$ cat config.mk
export PLATFORM = sky130hd
export DESIGN_NAME = uart_frame_tx
export DESIGN_NICKNAME = d
export VERILOG_FILES = /design/src/rtl/uart_pkg.sv /design/src/rtl/uart_baud_tick.sv /design/src/rtl/uart_frame_tx.sv
export SDC_FILE = /design/constraint.sdc
export NUM_CORES = 1
export LEC_CHECK = 0
export BUFFER_PORTS_ARGS = -buffer_cell sky130_fd_sc_hd__buf_2
export CAP_MARGIN = 20
export CORE_MARGIN = 2
export CORE_UTILIZATION = 55
export CTS_CLUSTER_DIAMETER = 150
export DETAILED_ROUTE_END_ITERATION = 8
export HOLD_SLACK_MARGIN = 0.12
export PLACE_DENSITY = 0.82
export SYNTH_ARGS = -nofsm -noshare
export SYNTH_HDL_FRONTEND = slang
export SYNTH_SLANG_ARGS = --single-unit
$ cat constraint.sdc
create_clock -name clk -period 5.35 [get_ports clk]
set_clock_uncertainty 0.05 [all_clocks]
set_input_delay 1.07 -clock clk [delete_from_list [all_inputs] [get_ports clk]]
set_output_delay 1.07 -clock clk [all_outputs]
set_load 0.005 [all_outputs]
$ cat src/rtl/uart_pkg.sv
// uart_pkg: definitions shared by the UART frame transmitter and the matching
// receiver: the 3-bit frame state encoding, the line levels, and a small
// sizing helper.
package uart_pkg;

  typedef enum logic [2:0] {
    IDLE   = 3'd0,
    START  = 3'd1,
    DATA   = 3'd2,
    INSTR  = 3'd3,
    PARITY = 3'd4,
    STOP   = 3'd5
  } uart_state_e;

  // Level of the serial line when nothing is being sent (also the stop level).
  localparam logic LINE_IDLE = 1'b1;
  // Level of the start bit.
  localparam logic LINE_START = 1'b0;

  // Largest of three field lengths; used to size the shared bit counter.
  function automatic int max3(input int a, input int b, input int c);
    int m;
    m = (a > b) ? a : b;
    return (m > c) ? m : c;
  endfunction

endpackage

$ cat src/rtl/uart_baud_tick.sv
// uart_baud_tick: bit-period timer. While enabled it raises tick for one
// cycle every CLKS_PER_BIT cycles. A restart pulse realigns the period so
// that the first tick arrives CLKS_PER_BIT cycles after the restart edge.
module uart_baud_tick #(
  parameter int CLKS_PER_BIT = 16
) (
  input  logic clk,
  input  logic rst,
  input  logic restart,
  input  logic en,
  output logic tick
);

  localparam int CW = $clog2(CLKS_PER_BIT);
  localparam logic [CW-1:0] LAST = CW'(CLKS_PER_BIT - 1);

  logic [CW-1:0] cnt;

  // Free-running period counter, reloaded at each bit boundary or on restart.
  always_ff @(posedge clk or negedge rst) begin
    if (!rst) begin
      cnt <= '0;
    end else if (restart) begin
      cnt <= '0;
    end else if (en) begin
      cnt <= (cnt == LAST) ? '0 : cnt + CW'(1);
    end
  end

  assign tick = en && !restart && (cnt == LAST);

endmodule

$ cat src/rtl/uart_frame_tx.sv
// uart_frame_tx: serialises one frame per accepted request:
//   start(0), dado LSB first, instrucao LSB first, [even parity], stop bits(1).
// Optional feature: define UART_FRAME_TX_PARITY_EN to insert an even-parity
// bit (XOR of all payload bits) between the instruction field and the stops.
// ready is high only in IDLE; busy is its inverse. The line is registered, so
// the start bit appears the cycle after the accept edge.
module uart_frame_tx
  import uart_pkg::*;
#(
  parameter int DATA_W       = 4,
  parameter int INSTR_W      = 4,
  parameter int CLKS_PER_BIT = 16,
  parameter int STOP_BITS    = 1
) (
  input  logic               clk,
  input  logic               rst,
  input  logic               valid,
  output logic               ready,
  input  logic [DATA_W-1:0]  dado,
  input  logic [INSTR_W-1:0] instrucao,
  output logic               info_saida,
  output logic               busy
);

  localparam int PAY_W   = DATA_W + INSTR_W;
  localparam int CNT_MAX = max3(DATA_W, INSTR_W, STOP_BITS);
  localparam int CNT_W   = $clog2(CNT_MAX + 1);

  localparam logic [CNT_W-1:0] DATA_LAST  = CNT_W'(DATA_W - 1);
  localparam logic [CNT_W-1:0] INSTR_LAST = CNT_W'(INSTR_W - 1);
  localparam logic [CNT_W-1:0] STOP_LAST  = CNT_W'(STOP_BITS - 1);

  uart_state_e      state;
  logic [PAY_W-1:0] shreg;
  logic [CNT_W-1:0] bit_cnt;
  logic             tick;
  logic             accept;
`ifdef UART_FRAME_TX_PARITY_EN
  logic             par;
`endif

  assign accept = valid & ready;
  assign busy   = ~ready;

  uart_baud_tick #(
    .CLKS_PER_BIT(CLKS_PER_BIT)
  ) u_baud (
    .clk    (clk),
    .rst    (rst),
    .restart(accept),
    .en     (busy),
    .tick   (tick)
  );

  // Frame FSM: walks the fields on bit-boundary ticks and registers the line.
  always_ff @(posedge clk or negedge rst) begin
    if (!rst) begin
      state      <= IDLE;
      ready      <= 1'b1;
      info_saida <= LINE_IDLE;
      shreg      <= '0;
      bit_cnt    <= '0;
`ifdef UART_FRAME_TX_PARITY_EN
      par        <= 1'b0;
`endif
    end else begin
      case (state)
        IDLE: begin
          info_saida <= LINE_IDLE;
          if (accept) begin
            state      <= START;
            ready      <= 1'b0;
            info_saida <= LINE_START;
            shreg      <= {instrucao, dado};
            bit_cnt    <= '0;
`ifdef UART_FRAME_TX_PARITY_EN
            par        <= ^{instrucao, dado};
`endif
          end
        end
        START: begin
          if (tick) begin
            state      <= DATA;
            info_saida <= shreg[0];
            shreg      <= shreg >> 1;
            bit_cnt    <= '0;
          end
        end
        DATA: begin
          if (tick) begin
            info_saida <= shreg[0];
            shreg      <= shreg >> 1;
            if (bit_cnt == DATA_LAST) begin
              state   <= INSTR;
              bit_cnt <= '0;
            end else begin
              bit_cnt <= bit_cnt + CNT_W'(1);
            end
          end
        end
        INSTR: begin
          if (tick) begin
            if (bit_cnt == INSTR_LAST) begin
              bit_cnt <= '0;
`ifdef UART_FRAME_TX_PARITY_EN
              state      <= PARITY;
              info_saida <= par;
`else
              state      <= STOP;
              info_saida <= LINE_IDLE;
`endif
            end else begin
              info_saida <= shreg[0];
              shreg      <= shreg >> 1;
              bit_cnt    <= bit_cnt + CNT_W'(1);
            end
          end
        end
`ifdef UART_FRAME_TX_PARITY_EN
        PARITY: begin
          if (tick) begin
            state      <= STOP;
            info_saida <= LINE_IDLE;
            bit_cnt    <= '0;
          end
        end
`endif
        STOP: begin
          info_saida <= LINE_IDLE;
          if (tick) begin
            if (bit_cnt == STOP_LAST) begin
              state   <= IDLE;
              ready   <= 1'b1;
              bit_cnt <= '0;
            end else begin
              bit_cnt <= bit_cnt + CNT_W'(1);
            end
          end
        end
        default: begin
          state      <= IDLE;
          ready      <= 1'b1;
          info_saida <= LINE_IDLE;
          bit_cnt    <= '0;
        end
      endcase
    end
  end

endmodule

==> results of run 1 <==
[cells by family after synthesis]
logic type	synth area share, %
and+or+nand+nor	18.4
AOI/OAI and AO/OA	20.7
DFF	43.4
buffers and inverters	6.15
muxes	5.18
adders and majority gates	5.40
xor gates and xnor gates	0.756
[final timing paths]
check / from / to / slack [ps] / depth (start not counted)
hold reg to reg: shreg[0]$_DFFE_PN0P_ / info_saida$_DFFE_PN1P_ / 450 / 2
setup reg to reg: bit_cnt[0]$_DFFE_PN0P_ / shreg[7]$_DFFE_PN0P_ / 3050 / 6
setup / recovery: bit_cnt[0]$_DFFE_PN0P_ / shreg[7]$_DFFE_PN0P_ / 3050 / 6
hold / removal: shreg[0]$_DFFE_PN0P_ / info_saida$_DFFE_PN1P_ / 450 / 2
max in group asynchronous: rst / info_saida$_DFFE_PN1P_ / 4260 / 1
min in group asynchronous: rst / u_baud.cnt[1]$_DFFE_PN0P_ / 650 / 1
[area by class of cell]
| class | count | area [sq um] | share of cell area [%] |
|---|---|---|---|
| Multi-Input combinational cell | 84 | 584 | 47.0 |
| Sequential cell | 20 | 503 | 40.5 |
| Timing Repair Buffer | 13 | 65.1 | 5.24 |
| Inverter | 9 | 33.8 | 2.72 |
| Tap cell | 27 | 33.8 | 2.72 |
| Clock buffer | 3 | 22.5 | 1.81 |
[power by group through the flow]
| stage | Clock, uW | Combinational, uW | Sequential (uW) |
|---|---|---|---|
| final | 68.6 | 6.57 | 151 |
| after global routing | 78.1 | 7.56 | 151 |
| after CTS | 72.1 | 6.80 | 151 |
| after detailed placement | 0 | 6.75 | 154 |
| after global placement | 0 | 6.58 | 154 |
| after floorplan | 0 | 0.149 | 154 |
[cells in the mapped netlist, types with 3 or more instances]
master,instances
dfrtp_1,18
ha_1,5
inv_1,9
mux2i_1,6
nor2_1,11
a21oi_1,11
clkbuf_1,3
nand2_1,4
o21ai_0,8
nor2b_1,3
[layer usage]
layer	up-vias	share of wire [%]	GRT usage, %
li1	446	-	-
met1	421	45	21.6
met2	11	51	34.9
met3	0	3.9	6.97
met4	0	0	2.78
met5	-	0	0
[state kept, by name, indices dropped and copies added, names as in the netlist]
register	cells
ready	1
info_saida	1
bit_cnt	3
shreg	8
u_baud.cnt	4
state	3
[worst max-delay path, cell delays in order (launching register included)]
cell and delay (ps):
dfrtp_1 400, ha_1 220, ha_1 220, and3_4 200, a2111oi_4 830, nand3_1 160, o21ai_0 130
[through the flow]
step           utilization (%)  instance area (sq um)  power, uW
2_1_floorplan                -                   1160        154
3_3_place_gp              61.6                   1220        161
3_5_place_dp              61.6                   1220        161
4_1_cts                   62.7                   1240        230
5_1_grt                   62.7                   1240        237
6_report                  62.7                   1240        226
==> flow_metrics.py, run 1 <==
metrics = {
    "routing": {
        "firstDrtPassIters": 4,
        "drt_iter0_markers": 13,
        "postRouteAntennaNets": 0,
        "wirelength_um": 2090,
        "vias": 878,
        "via_per_inst": 5.63,
        "drc": 0,
        "avgRoutedWirePerCell_um": 13.4,
    },
    "pwr": {
        "p_clk_share_pct": 30.3,
        "swShare_pct": 20.5,
        "p_leak_uw": 0.000531,
        "power.switching_uw": 46.3,
        "combPwrFrac_pct": 2.9,
        "peakVddDrop_uv": 123,
        "p_seq_share_pct": 66.8,
        "powerDensity_nw_per_um2": 182,
        "p_int_uw": 180,
    },
    "clock_tree": {
        "insertion_delay_ps": 300,
        "htree_levels": 1,
        "post-cts-setup-buffers": 0,
        "cts.sinks": 20,
        "cts_tree": "done",
        "cts_made_buffers": 3,
        "cts.path.max_buffers": 2,
        "clock-root-buffer": "clkbuf_4",
        "cts_resized": 0,
        "cts_hold_buf": 0,
        "cts.clk_slew.worst_paths_ps": 100,
    },
    "critical_path": {
        "required_ps": 5510,
        "critPathKind": "flip-flop to flip-flop",
        "crit_arrival_ps": 2470,
        "cp_max_fo": 17,
        "worstSetupEndpointType": "flip-flop",
        "start_kind": "flip-flop",
    },
    "sta": {
        "timing.final.crit_share_pct": 43.1,
        "clock.fmax_mhz": 434,
        "post-route-min-period_ps": 2300,
        "drv_slew": 0,
        "final_hold_viol_count": 0,
        "setup_viol": 0,
        "holdWs_ps": 451,
        "relSlewSlack_pct": 38.8,
        "rsz0062_at_grt": "false",
        "fin_ws_ps": 3050,
        "tightestPinTransition_ps": 918,
        "finalSetupTns_ps": 0,
    },
    "layout": {
        "layout.nets": 147,
        "num-fill-cells": 173,
        "layout-drive-gt1-share_pct": 17.1,
        "layout_common_cells": "dfrtp_1 (18), buf_2 (13), nor2_1 (11), a21oi_1 (11), inv_1 (9)",
        "diodes": 0,
        "syn_to_final_growth_pct": 7.24,
        "stdcell_count": 156,
        "final_common_cell": "dfrtp_1",
    },
    "global_routing": {
        "globalRouteTotalUtil_pct": 19.1,
        "antenna_found_initial": 0,
        "grt_max_degree": 21,
        "grt_pass1_wl_um": 3680,
        "grt_pass1_vias": 875,
        "grt-ovfl-total": 0,
    },
    "place": {
        "dp_slack_ps": 2870,
        "place_congestion": 0.829,
        "hpwl_um": 1560,
        "placed_cells": 153,
        "io_buffers": 13,
    },
    "yosys": {
        "yosysUniqueCellTypes": 40,
        "syn_nets": 136,
        "ys.warnings.count": 0,
        "synthTopCellsByArea": "dfrtp_1 (39%), ha_1 (5.4%), mux2i_1 (5.2%)",
        "ys.flop_type": "dfrtp_1",
        "synthArstFlopShare_pct": 100,
        "synth-edff-count": 0,
        "syn-cell-area_sq_um": 1160,
        "synthCells": 120,
        "ys_seq_elements": 20,
        "synth_top_area_share_pct": 38.9,
        "yosysSeqAreaShare_pct": 43.4,
        "synth_top_area_cell": "dfrtp_1",
        "syn_area_per_cell_sq_um": 9.66,
    },
    "floorplan": {
        "core_sq_um": 1980,
        "fp.dieH_um": 49.9,
        "top_level_ports": 14,
        "start_util_pct": 58.5,
        "die_area_sq_um": 2490,
        "row_count": 16,
        "dieWidth_um": 49.9,
    },
    "flow_run": {
        "max_cap_violations": 0,
    },
    "min_path": {
        "worstHoldPathType": "flip-flop to flip-flop",
    },
    "status": {
        "status": "finished, final reports clean",
    },
}
Note: power is estimated with default switching activity, not from simulation.
==> run 2, diff against run 1 <==
--- a/config.mk
+++ b/config.mk
@@ -5,14 +5,15 @@
 export SDC_FILE = /design/constraint.sdc
 export NUM_CORES = 1
 export LEC_CHECK = 0
+export ABC_AREA = 1
 export BUFFER_PORTS_ARGS = -buffer_cell sky130_fd_sc_hd__buf_2
 export CAP_MARGIN = 20
 export CORE_MARGIN = 2
-export CORE_UTILIZATION = 55
+export CORE_UTILIZATION = 51
 export CTS_CLUSTER_DIAMETER = 150
 export DETAILED_ROUTE_END_ITERATION = 8
 export HOLD_SLACK_MARGIN = 0.12
-export PLACE_DENSITY = 0.82
+export PLACE_DENSITY = 0.8
 export SYNTH_ARGS = -nofsm -noshare
 export SYNTH_HDL_FRONTEND = slang
 export SYNTH_SLANG_ARGS = --single-unit
==> constraint.sdc (replaced) <==
create_clock -name clk -period 2 [get_ports clk]
set_clock_uncertainty 0.05 [all_clocks]
set_input_delay 0.4 -clock clk [delete_from_list [all_inputs] [get_ports clk]]
set_output_delay 0.4 -clock clk [all_outputs]
set_load 0.005 [all_outputs]
==> flow_metrics.py, run 2 <==
metrics = {
    "status": {
        "status": "finished, final reports clean",
    },
    "yosys": {
        "synthTopCellsByArea": "dfrtp_1 (35%), nand2_1 (18%), ha_1 (4.9%)",
        "synth_top_area_share_pct": 35.3,
        "syn_nets": 177,
        "synth.most_common_cell": "nand2_1",
        "synthTopCellsByCount": "nand2_1 (61), dfrtp_1 (18), nand3_1 (11), nor2_1 (11), inv_1 (8)",
        "yosysUniqueCellTypes": 26,
        "synthArstFlopShare_pct": 100,
        "ys_seq_elements": 20,
        "ys.warnings.count": 0,
        "syn_area_per_cell_sq_um": 7.92,
        "synth_top_area_cell": "dfrtp_1",
        "syn-cell-area_sq_um": 1270,
        "synth-edff-count": 0,
        "yosysSeqAreaShare_pct": 39.5,
        "synthCells": 161,
        "ys.flop_type": "dfrtp_1",
    },
    "critical_path": {
        "slowest_stage": "dfrtp_1",
        "critPathKind": "flip-flop to flip-flop",
        "cp-startpoint": "bit_cnt[0]$_DFFE_PN0P_",
        "r2r-start": "bit_cnt[0]$_DFFE_PN0P_",
        "r2r_slack_ps": 370,
        "crit_buf_inv": 0,
        "crit_arrival_ps": 1820,
        "start_kind": "flip-flop",
        "cpPeakStageDelay_ps": 410,
        "crit_chain": "ha_1 > ha_1 > nor3_1 > nor2_2 > nand3_2 > nand2_1 > nand2_1",
        "reg2reg_depth": 7,
        "worstSetupEndpointType": "flip-flop",
        "worstReg2RegEnd": "state[0]$_DFFE_PN0P_",
        "required_ps": 2190,
        "cp_max_fo": 4,
        "cp_top_family": "simple AND/OR/NAND/NOR gates",
        "critPathCapture": "state[0]$_DFFE_PN0P_",
        "cp.depth": 7,
    },
    "clock_tree": {
        "insertion_delay_ps": 300,
        "cts.sinks": 20,
        "htree_levels": 1,
        "clock-root-buffer": "clkbuf_4",
        "cts.clk_slew.worst_paths_ps": 110,
        "post-cts-setup-buffers": 0,
        "cts_resized": 0,
        "cts.path.max_buffers": 2,
        "cts_tree": "done",
        "cts_hold_buf": 1,
        "cts_made_buffers": 3,
    },
    "layout": {
        "layout_common_cells": "nand2_1 (61), dfrtp_1 (18), buf_2 (13)",
        "largest_reg_flops": 8,
        "top_register": "shreg",
        "layout-drive-gt1-share_pct": 23.9,
        "final_common_cell": "nand2_1",
        "layout.nets": 194,
        "finalInstanceArea_sq_um": 1400,
        "reg_top3": "shreg x8, u_baud.cnt x4",
        "stdcell_count": 206,
        "diodes": 0,
        "syn_to_final_growth_pct": 9.42,
    },
    "sta": {
        "tightestPinTransition_ps": 509,
        "post-route-min-period_ps": 1630,
        "drv_slew": 0,
        "finalSetupTns_ps": 0,
        "setup_viol": 0,
        "final_hold_viol_count": 0,
        "clock.fmax_mhz": 614,
        "rsz0062_at_grt": "false",
        "timing.final.crit_share_pct": 81.4,
        "relSlewSlack_pct": 65.9,
    },
    "floorplan": {
        "die_area_sq_um": 2920,
        "core_sq_um": 2430,
        "top_level_ports": 14,
        "start_util_pct": 52.4,
        "dieWidth_um": 54,
        "fp.dieH_um": 54,
        "row_count": 18,
    },
    "global_routing": {
        "globalRouteTotalUtil_pct": 18.8,
        "grt_most_used_layer": "met2",
        "use_met1_pct": 24.8,
        "grt_use_met3_pct": 2.50,
        "grt_pass1_vias": 923,
        "grt_pass1_wl_um": 3960,
        "grt_max_degree": 21,
        "grt_util_met2_pct": 30.7,
        "antenna_found_initial": 0,
        "grt-ovfl-total": 0,
    },
    "flow_run": {
        "max_cap_violations": 0,
    },
    "pwr": {
        "powerDensity_nw_per_um2": 445,
        "p_leak_uw": 0.000707,
        "power_uw": 621,
        "peakVddDrop_uv": 263,
    },
    "routing": {
        "vias": 1057,
        "drt_iter0_markers": 17,
        "drc": 0,
        "avgRoutedWirePerCell_um": 11.7,
        "via_per_inst": 5.13,
        "wirelength_um": 2410,
        "firstDrtPassIters": 4,
        "postRouteAntennaNets": 0,
    },
    "place": {
        "placed_cells": 202,
        "io_buffers": 13,
        "hpwl_um": 1780,
        "dpl_cell_area_sq_um": 1360,
        "place_congestion": 0.846,
    },
    "min_path": {
        "worstHoldPathType": "input pin to flip-flop",
    },
}
[run 2: tightest hold or removal path, delay by kind of cell]
kind                   cells  cell delay [ps]
AOI/OAI and AO/OA          1               70
buffers and inverters      1               80
and+or+nand+nor            2              110
[run 2: logic make-up after synthesis]
group,synth area share [%]
and+or+nand+nor,42.6
DFF,39.5
buffers and inverters,5.79
AOI/OAI and AO/OA,5.69
adders and majority gates,4.91
xor gates and xnor gates,0.687
muxes,0.883
[run 2: final cells by class]
cell class | count | area [sq um]
timing repair buffer | 14 | 75.1
multi-input combinational | 124 | 698
clock buffer | 3 | 22.5
sequential | 20 | 503
tap | 30 | 37.5
fill | 211 | 1040
inverter | 15 | 58.8
[run 2: layer usage]
metal,wire length [um],vias to the layer above
li1,-,550
met1,1150,480
met2,1140,23
met3,91,4
met4,27,0
met5,0,-
[run 2: per-stage QoR]
stage          util (%)  worst slack (ps)  hold slack (ps)
6_report           57.4               372              349
4_1_cts            57.4               385              352
3_3_place_gp       56.0               452              322
5_1_grt            57.4               237              381
3_5_place_dp       56.0               415              334
2_1_floorplan         -               559             54.4
[run 2: where the power goes]
| part | leakage, uW | switching [uW] | internal [uW] |
|---|---|---|---|
| combinational | 0.000436 | 14.3 | 11.8 |
| clock | 0.0000138 | 120 | 70.2 |
| sequential | 0.000257 | 0 | 404 |
| total | 0.000707 | 134 | 486 |
[run 2: how the worst min path moves through the flow]
| stage | startpoint | cells after the start | end | slack [ps] |
|---|---|---|---|---|
| floorplan | rst | 0 | bit_cnt[0]$_DFFE_PN0P_ | 50 |
| global placement | rst | 1 | state[1]$_DFFE_PN0P_ | 320 |
| detailed placement | rst | 1 | state[0]$_DFFE_PN0P_ | 330 |
| CTS | valid | 4 | u_baud.cnt[3]$_DFFE_PN0P_ | 350 |
| global route | valid | 4 | u_baud.cnt[0]$_DFFE_PN0P_ | 380 |
| finish | valid | 4 | u_baud.cnt[3]$_DFFE_PN0P_ | 350 |
